--- src/rtl/display_scan_ctrl.sv ---
// Time-slotted anode scanner for a 3-digit multiplexed 7-segment display.
// Each slot opens with a dead-time guard. New digits are committed only at frame boundaries.
module display_scan_ctrl #(
    parameter int SLOT  = 80000,
    parameter int GUARD = 2000,
    parameter int CW    = 19
) (
    input  logic       clk,
    input  logic       rst,
    input  logic       en,
    input  logic       load,
    input  logic [3:0] d0,
    input  logic [3:0] d1,
    input  logic [3:0] d2,
    input  logic [2:0] blank,
    output logic [2:0] an,
    output logic [6:0] seg,
    output logic       frame_done,
    output logic       pending
);

    typedef enum logic {
        ST_IDLE = 1'b0,
        ST_SCAN = 1'b1
    } state_e;

    typedef struct packed {
        logic [3:0] d2;
        logic [3:0] d1;
        logic [3:0] d0;
        logic [2:0] blank;
    } disp_set_t;

    localparam logic [CW-1:0] SLOT_LAST = CW'(SLOT - 1);
    localparam logic [CW-1:0] GUARD_END = CW'(GUARD);

    state_e          state_q, state_d;
    logic [1:0]      idx_q, idx_d;
    logic [CW-1:0]   cnt_q, cnt_d;
    disp_set_t       act_q, act_d;
    disp_set_t       pset_q, pset_d;
    logic            pend_q, pend_d;
    logic [2:0]      an_q, an_d;
    logic [6:0]      seg_q, seg_d;
    logic            fd_q, fd_d;

    disp_set_t       in_set;
    logic            scan_run;
    logic            slot_end;
    logic            boundary;
    logic [3:0]      cur_digit;
    logic            cur_blank;
    logic [2:0]      cur_an;

    // Active-low gfedcba; codes above 9 render as a dash.
    function automatic logic [6:0] seg_decode(input logic [3:0] d);
        logic [6:0] s;
        case (d)
            4'd0:    s = 7'b1000000;
            4'd1:    s = 7'b1111001;
            4'd2:    s = 7'b0100100;
            4'd3:    s = 7'b0110000;
            4'd4:    s = 7'b0011001;
            4'd5:    s = 7'b0010010;
            4'd6:    s = 7'b0000010;
            4'd7:    s = 7'b1111000;
            4'd8:    s = 7'b0000000;
            4'd9:    s = 7'b0010000;
            default: s = 7'b0111111;
        endcase
        return s;
    endfunction

    assign in_set   = '{d2: d2, d1: d1, d0: d0, blank: blank};
    // Dropping en in SCAN behaves like IDLE at once: no boundary, no anode.
    assign scan_run = (state_q == ST_SCAN) && en;
    assign slot_end = scan_run && (cnt_q == SLOT_LAST);
    assign boundary = slot_end && (idx_q == 2'd2);

    always_comb begin
        // NOTE: every always_comb output gets a default first so no path infers a latch.
        cur_digit = act_q.d2;
        cur_blank = act_q.blank[2];
        cur_an    = 3'b011;
        case (idx_q)
            2'd0: begin
                cur_digit = act_q.d0;
                cur_blank = act_q.blank[0];
                cur_an    = 3'b110;
            end
            2'd1: begin
                cur_digit = act_q.d1;
                cur_blank = act_q.blank[1];
                cur_an    = 3'b101;
            end
            default: ;
        endcase
    end

    always_comb begin
        state_d = state_q;
        idx_d   = idx_q;
        cnt_d   = cnt_q;
        act_d   = act_q;
        pset_d  = pset_q;
        pend_d  = pend_q;

        case (state_q)
            ST_IDLE: begin
                cnt_d = '0;
                idx_d = 2'd0;
                if (load) begin
                    act_d = in_set;
                end
                if (en) begin
                    state_d = ST_SCAN;
                end
            end

            ST_SCAN: begin
                if (!en) begin
                    state_d = ST_IDLE;
                    cnt_d   = '0;
                    idx_d   = 2'd0;
                    if (load) begin
                        pset_d = in_set;
                        pend_d = 1'b1;
                    end
                end else begin
                    if (slot_end) begin
                        cnt_d = '0;
                        idx_d = (idx_q == 2'd2) ? 2'd0 : idx_q + 2'd1;
                    end else begin
                        cnt_d = cnt_q + CW'(1);
                    end

                    // A load on the boundary bypasses the pending stage entirely.
                    if (boundary) begin
                        if (load) begin
                            act_d  = in_set;
                            pend_d = 1'b0;
                        end else if (pend_q) begin
                            act_d  = pset_q;
                            pend_d = 1'b0;
                        end
                    end else if (load) begin
                        pset_d = in_set;
                        pend_d = 1'b1;
                    end
                end
            end

            default: state_d = ST_IDLE;
        endcase
    end

    always_comb begin
        an_d  = 3'b111;
        seg_d = 7'b1111111;
        fd_d  = boundary;
        if (scan_run && (cnt_q >= GUARD_END) && !cur_blank) begin
            an_d  = cur_an;
            seg_d = seg_decode(cur_digit);
        end
    end

    // NOTE: sequential state uses non-blocking assignments so every register samples pre-edge values.
    always_ff @(posedge clk) begin
        if (!rst) begin
            state_q <= ST_IDLE;
            idx_q   <= 2'd0;
            cnt_q   <= '0;
            act_q   <= '0;
            pset_q  <= '0;
            pend_q  <= 1'b0;
            an_q    <= 3'b111;
            seg_q   <= 7'b1111111;
            fd_q    <= 1'b0;
        end else begin
            state_q <= state_d;
            idx_q   <= idx_d;
            cnt_q   <= cnt_d;
            act_q   <= act_d;
            pset_q  <= pset_d;
            pend_q  <= pend_d;
            an_q    <= an_d;
            seg_q   <= seg_d;
            fd_q    <= fd_d;
        end
    end

    assign an         = an_q;
    assign seg        = seg_q;
    assign frame_done = fd_q;
    assign pending    = pend_q;

endmodule

--- config.mk ---
export PLATFORM = sky130hd
export DESIGN_NAME = display_scan_ctrl
export DESIGN_NICKNAME = d
export VERILOG_FILES = /design/src/rtl/display_scan_ctrl.sv
export SDC_FILE = /design/constraint.sdc
export NUM_CORES = 1
export LEC_CHECK = 0
export CORE_MARGIN = 1
export CORE_UTILIZATION = 25
export CTS_BUF_LIST = sky130_fd_sc_hd__clkbuf_16
export DETAILED_ROUTE_END_ITERATION = 16
export DONT_BUFFER_PORTS = 1
export GPL_ROUTABILITY_DRIVEN = 1
export GPL_TIMING_DRIVEN = 1
export PLACE_DENSITY = 0.41
export SLEW_MARGIN = 40
export SYNTH_ARGS = -nofsm -noshare
export SYNTH_HDL_FRONTEND = slang
export SYNTH_SLANG_ARGS = --single-unit
--- constraint.sdc ---
create_clock -name clk -period 3.45 [get_ports clk]
set_input_delay 0.5175 -clock clk [delete_from_list [all_inputs] [get_ports clk]]
set_output_delay 0.5175 -clock clk [all_outputs]
set_load 0.05 [all_outputs]
-- Word level (Yosys, flattened, before mapping)
Memory sizes are Yosys's and may differ from the RTL's. A register that Yosys moved wholly into a read port is not among the register bits.
Cells that the tools add are included.
- bitwise gates (word level): 1
- order comparisons: 1
- mux-type cells: 23
- reduce and logical (&&, ||, !) cells: 11
- add/subtract/negate cells: 2
- equal/unequal tests: 9
- operator list (kind ; count):
    $mux W15 ; 8
    $mux W19 ; 2
    $pmux W19 S2 ; 1
    $pmux W15 S2 ; 1
    $add A19 B1 Y19 const B ; 1
    $eq A19 B17 Y1 const B ; 1
    $ge A19 B11 Y1 const B ; 1
    $pmux W4 S2 ; 1
    $mux W2 ; 3
    $ne A2 B2 Y1 const B ; 3
    $ne A3 B2 Y1 const B ; 2
    $pmux W3 S2 ; 1
    $logic_and A1 B1 Y1 ; 5
    $mux W1 ; 4
    $pmux W2 S2 ; 1
    $reduce_and A2 Y1 ; 2
    $reduce_and A4 Y1 ; 1
    $add A2 B1 Y2 const B ; 1
    $eq A2 B1 Y1 const B ; 1
    $eq A2 B2 Y1 const B ; 1
    $logic_not A1 Y1 ; 2
    $logic_not A2 Y1 ; 1
    $ne A2 B1 Y1 const B ; 1
    $pmux W1 S2 ; 1
    $not A1 Y1 ; 1
- output and inout port bits: 12
- memories: 1
- logic and storage cells: 62
- register bits: 57
- memory bits (read-only): 112
- memories (name ; words ; bits a word ; rd ports ; clocked after memory_dff ; wr ports ; line ; source):
    (name not given) ; 16 ; 7 ; 1 ; 1 ; 0 ; 58 ; case (d)

-- Depth between registers and ports, before layout
- word-level depth: 6
- mapped depth: 10
- depth with buffers taken out: 8

-- Worst setup path after synthesis
Ideal clock, no wire load.
- kind: register to register
- start point: register cnt_q[0]
- end point: register cnt_q[14]
- stages on the path, launching flop included: 9
- setup time: 115 ps
- buffers on the path: 2
- path slack: 1385 ps
- data required time: 3335 ps
- data arrival time: 1951 ps
- path through: dfxtp_1 -> ha_1 -> nand4_1 -> or4_4 -> or2_1 -> buf_6 -> nand3_4 -> buf_8 -> nor2_1
- word-level cells in the longest chain between the ends: 5
- ends and longest elaborated chain (what ; line ; source):
    start, declared ; 39 ; logic [CW-1:0] cnt_q, cnt_d;
    start signal, assigned ; 182 ; cnt_q <= cnt_d;
    parallel branches: the longest is 2 deep, another holds $add A19 B1 Y19 ; - ;
    $mux W19 * ; 130 ; if (slot_end) begin
    $mux W19 * ; 121 ; if (!en) begin
    $pmux W19 S2 * ; 108 ; case (state_q)
Every way passes the cells marked *.
A chain may end at the register's enable or synchronous reset.

-- Worst setup path in the final report
- start point: register cnt_q[0]
- end point: register pset_q[7] (netlist bit)
- word-level cells in the longest chain between the ends: 5
- ends and longest elaborated chain (what ; line ; source):
    $eq A19 B17 Y1 ; 77 ; assign slot_end = scan_run && (cnt_q == SLOT_LAST);
    $logic_and A1 B1 Y1 ; 77 ;
    $logic_and A1 B1 Y1 ; 78 ; assign boundary = slot_end && (idx_q == 2'd2);
    $ne A2 B2 Y1 (no line) ; - ;
    $reduce_and A2 Y1 (no line) ; - ;
    end signal, assigned ; 184 ; pset_q <= pset_d;
    end, declared ; 41 ; disp_set_t pset_q, pset_d;
No other way between the ends.

==> metrics.txt <==
status=completed; GR peak layer=met2; starting density of the core=25.6%; Setup Fix Bufs, Post-CTS=0; WL final=6430 um; met2 Usage GRT=20.0%; final worst slack=1110 ps; CTS tree=built; I/O Pins=31; via count=2,196; period utilization=67.7%; HP Class=in -> reg; design area=3350 um2; yosys warns=0; worst slack, placed=1100 ps; Clock Pin Slew Worst Setup and Hold Paths=50 ps; first-pass GRT wire length=10,900 um; fin. max-slew vios=0; vias in the first global route=2,197; setup tns final=0 ps; largest stage delay on the critical path=590 ps; CTS Sinks=64; CTS buffer count=9; root buffer cell=clkbuf_16; PwrDens=538 nW/um2; Mapped Area=2920 um2; WL per Instance=13.6 um; clock group share of total power=51.6%; Comb pwr share=5.1%; endpoints failing setup=0; FP Rows=39; length in cells of the worst reg-to-reg path=6; Tmin final=2340 ps; Post-CTS Resized=0; static leakage=0.00135 uW; # DRC=0; Worst Setup Path Type=reg -> reg; total grt overflow=0; kind of end point of the critical path=register; antenna violations before repair=0; Final ANT Viol Nets=0; syn nets=354; Crit Path Max Fanout=30; Core Region=11,400 um2; family with the most delay on the worst path=simple AND/OR/NAND/NOR gates; GRT Overall Usage=12.2%; CP max stage cell=or4_4; hpwl dp=4390 um; CP Launch Type=register; Mean Syn Cell Area=8.91 um2; Levels on crit path=6; gpl congestion=0.750; First DRT Iteration DRCs=58; switching share of total power=21.1%; Cells on Worst Hold Path=1; final core utilization=29.3%; max_slew headroom=59.8%; most common cell after layout, fill and taps aside=dfxtp_1; clk buf depth=2; # Max-Cap Violations=0; Placement Cell Area=3040 um2; NetSw=380 uW; Antenna Cells=0; layout net count=349; Post-Synthesis Cells=328; #FFs+latches synth=64; drt pass-1 iters=4; crit path DAT=2530 ps; chip width=110 um; area grow syn2layout=14.6%; Max Fclk=428 MHz; layout cell share with drive strength beyond 1=6.71%; CP cell instances=ha_1 > nand4_1 > or4_4 > o31a_2 > nand3_1 > o21ai_1; hold_buf cts=0; DIE AREA=12,100 um2; register area share after synthesis=43.9%; Final Hold Viols=0; unrepaired setup endpoints after global routing=no; Critical path buffers and inverters=0; die height=110 um; Slew @ Worst Pin=597 ps; Synth cell types=41; Sequential Power Share=43.3%; most frequent cells in the layout=dfxtp_1, nand2_1, nor2_1; worst-case clock skew=4.65 ps; largest net degree at the start of global routing=49; M3 GR Usage=4.53%; worst skew pair latency=330 ps; peak supply drop=0.314 mV; CP required=3650 ps; H-tree levels=3; met1 Use GR=14.1%; P_int=1420 uW; routed vias/inst=4.66; IO buf count=0
## path summary, 6_finish.rpt
kind | start | end | slack, ps
setup / recovery | cnt_q[0] | pset_q[7] | 1110
hold / removal | rst | act_q[5] | 320
setup reg to reg | cnt_q[0] | pset_q[7] | 1110
hold reg to reg | pset_q[0] | pset_q[0] | 450
## metal layers
metal,wire (um),vias to the layer above
li1,-,1125
met1,2960,1039
met2,3110,30
met3,311,2
met4,51,0
met5,0,-
## cells in the mapped netlist
cell type,n,area [um2]
and2_1,2,12.5
nor3_1,2,10.0
and3_1,3,18.8
a2111oi_1,1,10.0
ha_1,7,87.6
o21ai_0,15,75.1
nand4_1,4,25.0
buf_4,2,15.0
or2_1,1,6.26
buf_8,1,15.0
xor2_1,10,87.6
clkbuf_1,5,18.8
inv_1,7,26.3
xnor2_1,7,61.3
or4b_1,1,10.0
buf_2,5,25.0
or4_4,1,11.3
o31a_1,1,8.76
nand2_1,48,180
mux2_2,1,11.3
o211ai_1,2,15.0
o211a_1,16,160
o31ai_4,1,21.3
a31oi_1,1,6.26
o21ai_1,15,75.1
mux2i_1,22,220
and4b_1,1,10.0
nor2_1,33,124
a21oi_1,3,15.0
buf_6,1,11.3
nor2b_1,1,6.26
nand4b_1,1,8.76
nand3_1,25,125
o221a_2,1,11.3
nand3_4,1,17.5
nor4_1,3,18.8
dfxtp_1,64,1280
o21a_1,2,15.0
buf_1,4,15.0
and4_1,2,17.5
nand2b_1,5,31.3
## registers in the layout, summed over array words and instances (netlist names)
signal / cells
act_q: 15
an: 3
cnt_q: 19
frame_done: 1
idx_q: 2
pending: 1
pset_q: 15
seg: 7
state_q: 1
## power groups by stage
stage                     clock, uW  combinational [uW]  sequential, uW
after floorplan                   0                84.7             789
after global placement            0                91.6             796
after detailed placement          0                92.7             796
after CTS                       962                93.6             780
after global routing            991                 107             782
final                           929                91.6             780
## through the flow
stage / hold WS, ps / cells / power, uW
3_3_place_gp: 435 / 455 / 888
3_5_place_dp: 439 / 455 / 889
2_1_floorplan: 428 / 328 / 874
6_report: 322 / 471 / 1800
4_1_cts: 306 / 471 / 1840
5_1_grt: 304 / 471 / 1880
## final cells by class
cell class              instances  area [um2]
clock buffers                   9         225
clock inverters                 7        78.8
fillers                      1236        8070
inverters                       7        26.3
multi-input cells             239        1540
flip-flops and latches         64        1280
well taps                     143         179
repair buffers                  2        15.0
## logic make-up (layout without fill, tap and decap cells)
logic type | Yosys count | after routing | share of synthesized area (%)
flops | 64 | 64 | 43.9
compound gates | 58 | 58 | 14.1
fa+ha+maj | 7 | 7 | 3.00
mux | 23 | 23 | 7.92
simple gates | 134 | 134 | 21.7
xor+xnor | 17 | 17 | 5.10
buf+inv | 25 | 25 | 4.33
(Power assumes the default switching activity.)
==> RTL edit (same flow settings) <==
Reset style: asynchronous (`rst`), changed in one clocked block.
--- a/src/rtl/display_scan_ctrl.sv
+++ b/src/rtl/display_scan_ctrl.sv
@@ -165,7 +165,7 @@
     end
 
     // NOTE: sequential state uses non-blocking assignments so every register samples pre-edge values.
-    always_ff @(posedge clk) begin
+    always_ff @(posedge clk or negedge rst) begin
         if (!rst) begin
             state_q <= ST_IDLE;
             idx_q   <= 2'd0;
Formal check against the unedited RTL: differs if rst is asserted again (counterexample within 4 cycles, from zero or initial values and one cycle with rst low); with rst held inactive, the same outputs for 10 cycles.
==> RTL edit against the unedited design <==
Sequential cell count unchanged; final area increased by 7.3%; area after synthesis increased by 6.4%; routed wire length increased by 4.0%; sequential power increased by 7.4%; sequential share of layout area increased by 6.7 points; via count decreased by 11%; worst setup slack got worse by 9.1 ps; power increased by 3.1%; combinational power increased by 67%.
==> RTL edit: results (changes against the unedited design) <==
global_routing:
  grt.total_usage_pct: 11.4  # -0.80 points
  grt_pass1_vias: 1971  # -10%
  antenna_found_initial: 0  # unchanged
  grt_max_degree: 55  # +12%
  grt_pass1_wl_mm: 11.0  # +0.63%
pwr:
  ir_worst_vdd_uv: 254  # -19%
  leakagePower_nw: 1.43  # +5.7%
  switching_share_pct: 23.0  # +1.9 points
worst_setup_path:
  r2r-end: "pset_q[0]"
  rrSetupSlack_ps: 1110
  r2r_cells: 7  # +1
  critPathMaxStageDelay_ps: 560  # -30 ps
  crit_family: "simple AND/OR/NAND/NOR gates"
  worst-path-max-fanout: 11  # -63%
  r2r-start: "cnt_q[0]"
  slowest_stage: "nor2_2"
  arrival_ps: 2560  # +30 ps
yosys:
  synthFlopType: "dfrtp_1"
  synth.area.top_cells: "dfrtp_1, dfstp_2, o221a_2, mux2_4, nor2_1"
  async_flop_share_pct: 100  # +100 points
  synth_compound_gate_area_share_pct: 10.5  # -3.6 points
  synth-adder-area-share_pct: 2.01  # -0.98 points
  synthMuxAreaShare_pct: 8.94  # +1.0 points
  synthDistinctLibCells: 50  # +22%
  seq_area_frac_synth_pct: 51.9  # +8.1 points
  synth_common_cells: "dfrtp_1, nor2_1, nand2_1"
  synthXorXnorAreaFrac_pct: 4.79  # -0.31 points
  synth.net_count: 287  # -19%
layout:
  n_antenna_cell: 0  # unchanged
  top_regs: "cnt_q (19), act_q (15), pset_q (15)"
  drive_above_1_share_pct: 25.0  # +18 points
status:
  status: "complete, no violations"
clock_tree:
  cts_htree_levels: 3  # unchanged
  ctsResizeCount: 0  # unchanged
  numCtsBuffers: 9  # unchanged
  cts_max_path_buffers: 2  # unchanged
  root_buffer: "clkbuf_16"
routing:
  routed_via_density: 4.46  # -4.4%
  routed-wl-met3_um: 339  # +9.0%
  post_drt_wl_per_cell_um: 15.2  # +11%
  drt_iter0_drc: 120  # +110%
  wl_met2_mm: 2.83  # -8.9%
  wl_met1_mm: 3.44  # +16%
  top_layer: "met4"
min_path:
  min_path_type: "primary input to asynchronous set/reset pin"
place:
  place_congestion: 0.715  # -4.6%
  port_buffers: 0  # unchanged
  hpwl_mm: 4.51  # +3.0%
timing:
  fin_skew_ps: 9.49  # +4.84 ps
  worst_pin_slew_ps: 808  # +211 ps
-- RTL edit: cell types whose count changed after synthesis, sizes merged, moves of 10 or more --
cell,unedited run,this run
mux2,1,16
dfxtp,64,0
nand2,48,20
o221a,1,15
nand3,26,6
mux2i,22,6
dfstp,0,10
o21ai,30,2
o211a,16,0
dfrtp,0,54
-- RTL edit: how the worst max path moves through the flow --
stage,slack [ps],to,from
finish,1110,pset_q[0],cnt_q[0]
global route,950,pset_q[0],cnt_q[0]
CTS,1050,pset_q[0],cnt_q[0]
detailed placement,1060,pset_q[0],cnt_q[0]
global placement,1100,pset_q[10],cnt_q[0]
floorplan,1350,act_q[10],cnt_q[0]
-- RTL edit: repair_timing --
action,CTS,global route
endpoints found under the setup margin,0,0
hold endpoints to repair,54,0
hold buffers,1,0
buffers inserted,0,0
-- RTL edit: metrics by stage --
stage          worst slack (ps)  std cells  area [um2]  hold WS [ps]
2_1_floorplan              1350        263        3110           222
3_3_place_gp               1100        423        3280           224
3_5_place_dp               1060        423        3280           224
4_1_cts                    1050        440        3590          17.3
5_1_grt                     949        440        3590          8.58
6_report                   1110        440        3590          31.9
-- RTL edit: power groups by stage --
stage	registers, mW	logic [mW]	clock network, mW
after floorplan	0.835	0.120	0
final	0.838	0.153	0.865
after global placement	0.851	0.136	0
after detailed placement	0.850	0.138	0
after CTS	0.837	0.155	0.894
after global routing	0.842	0.172	0.927
-- RTL edit: final cells by class --
| type | instances | area [um2] |
|---|---|---|
| clock buffers | 9 | 225 |
| clock inverters | 7 | 53.8 |
| fillers | 1235 | 8470 |
| inverters | 7 | 26.3 |
| multi-input cells | 182 | 1420 |
| flip-flops and latches | 64 | 1610 |
| well taps | 168 | 210 |
| repair buffers | 3 | 42.5 |
-- RTL edit: layer usage --
metal / up-vias / GRT usage, %
met5: - / 0
met4: 0 / 3.16
met3: 6 / 5.10
met2: 32 / 15.8
met1: 971 / 15.9
li1: 953 / -
-- RTL edit: cell families (layout without fill, tap and decap cells) --
group | after synthesis | after routing
DFF | 64 | 64
adders and majority gates | 5 | 5
and+or+nand+nor | 104 | 104
xor gates and xnor gates | 17 | 17
buffers and inverters | 17 | 26
muxes | 22 | 22
AOI/OAI and AO/OA | 34 | 34
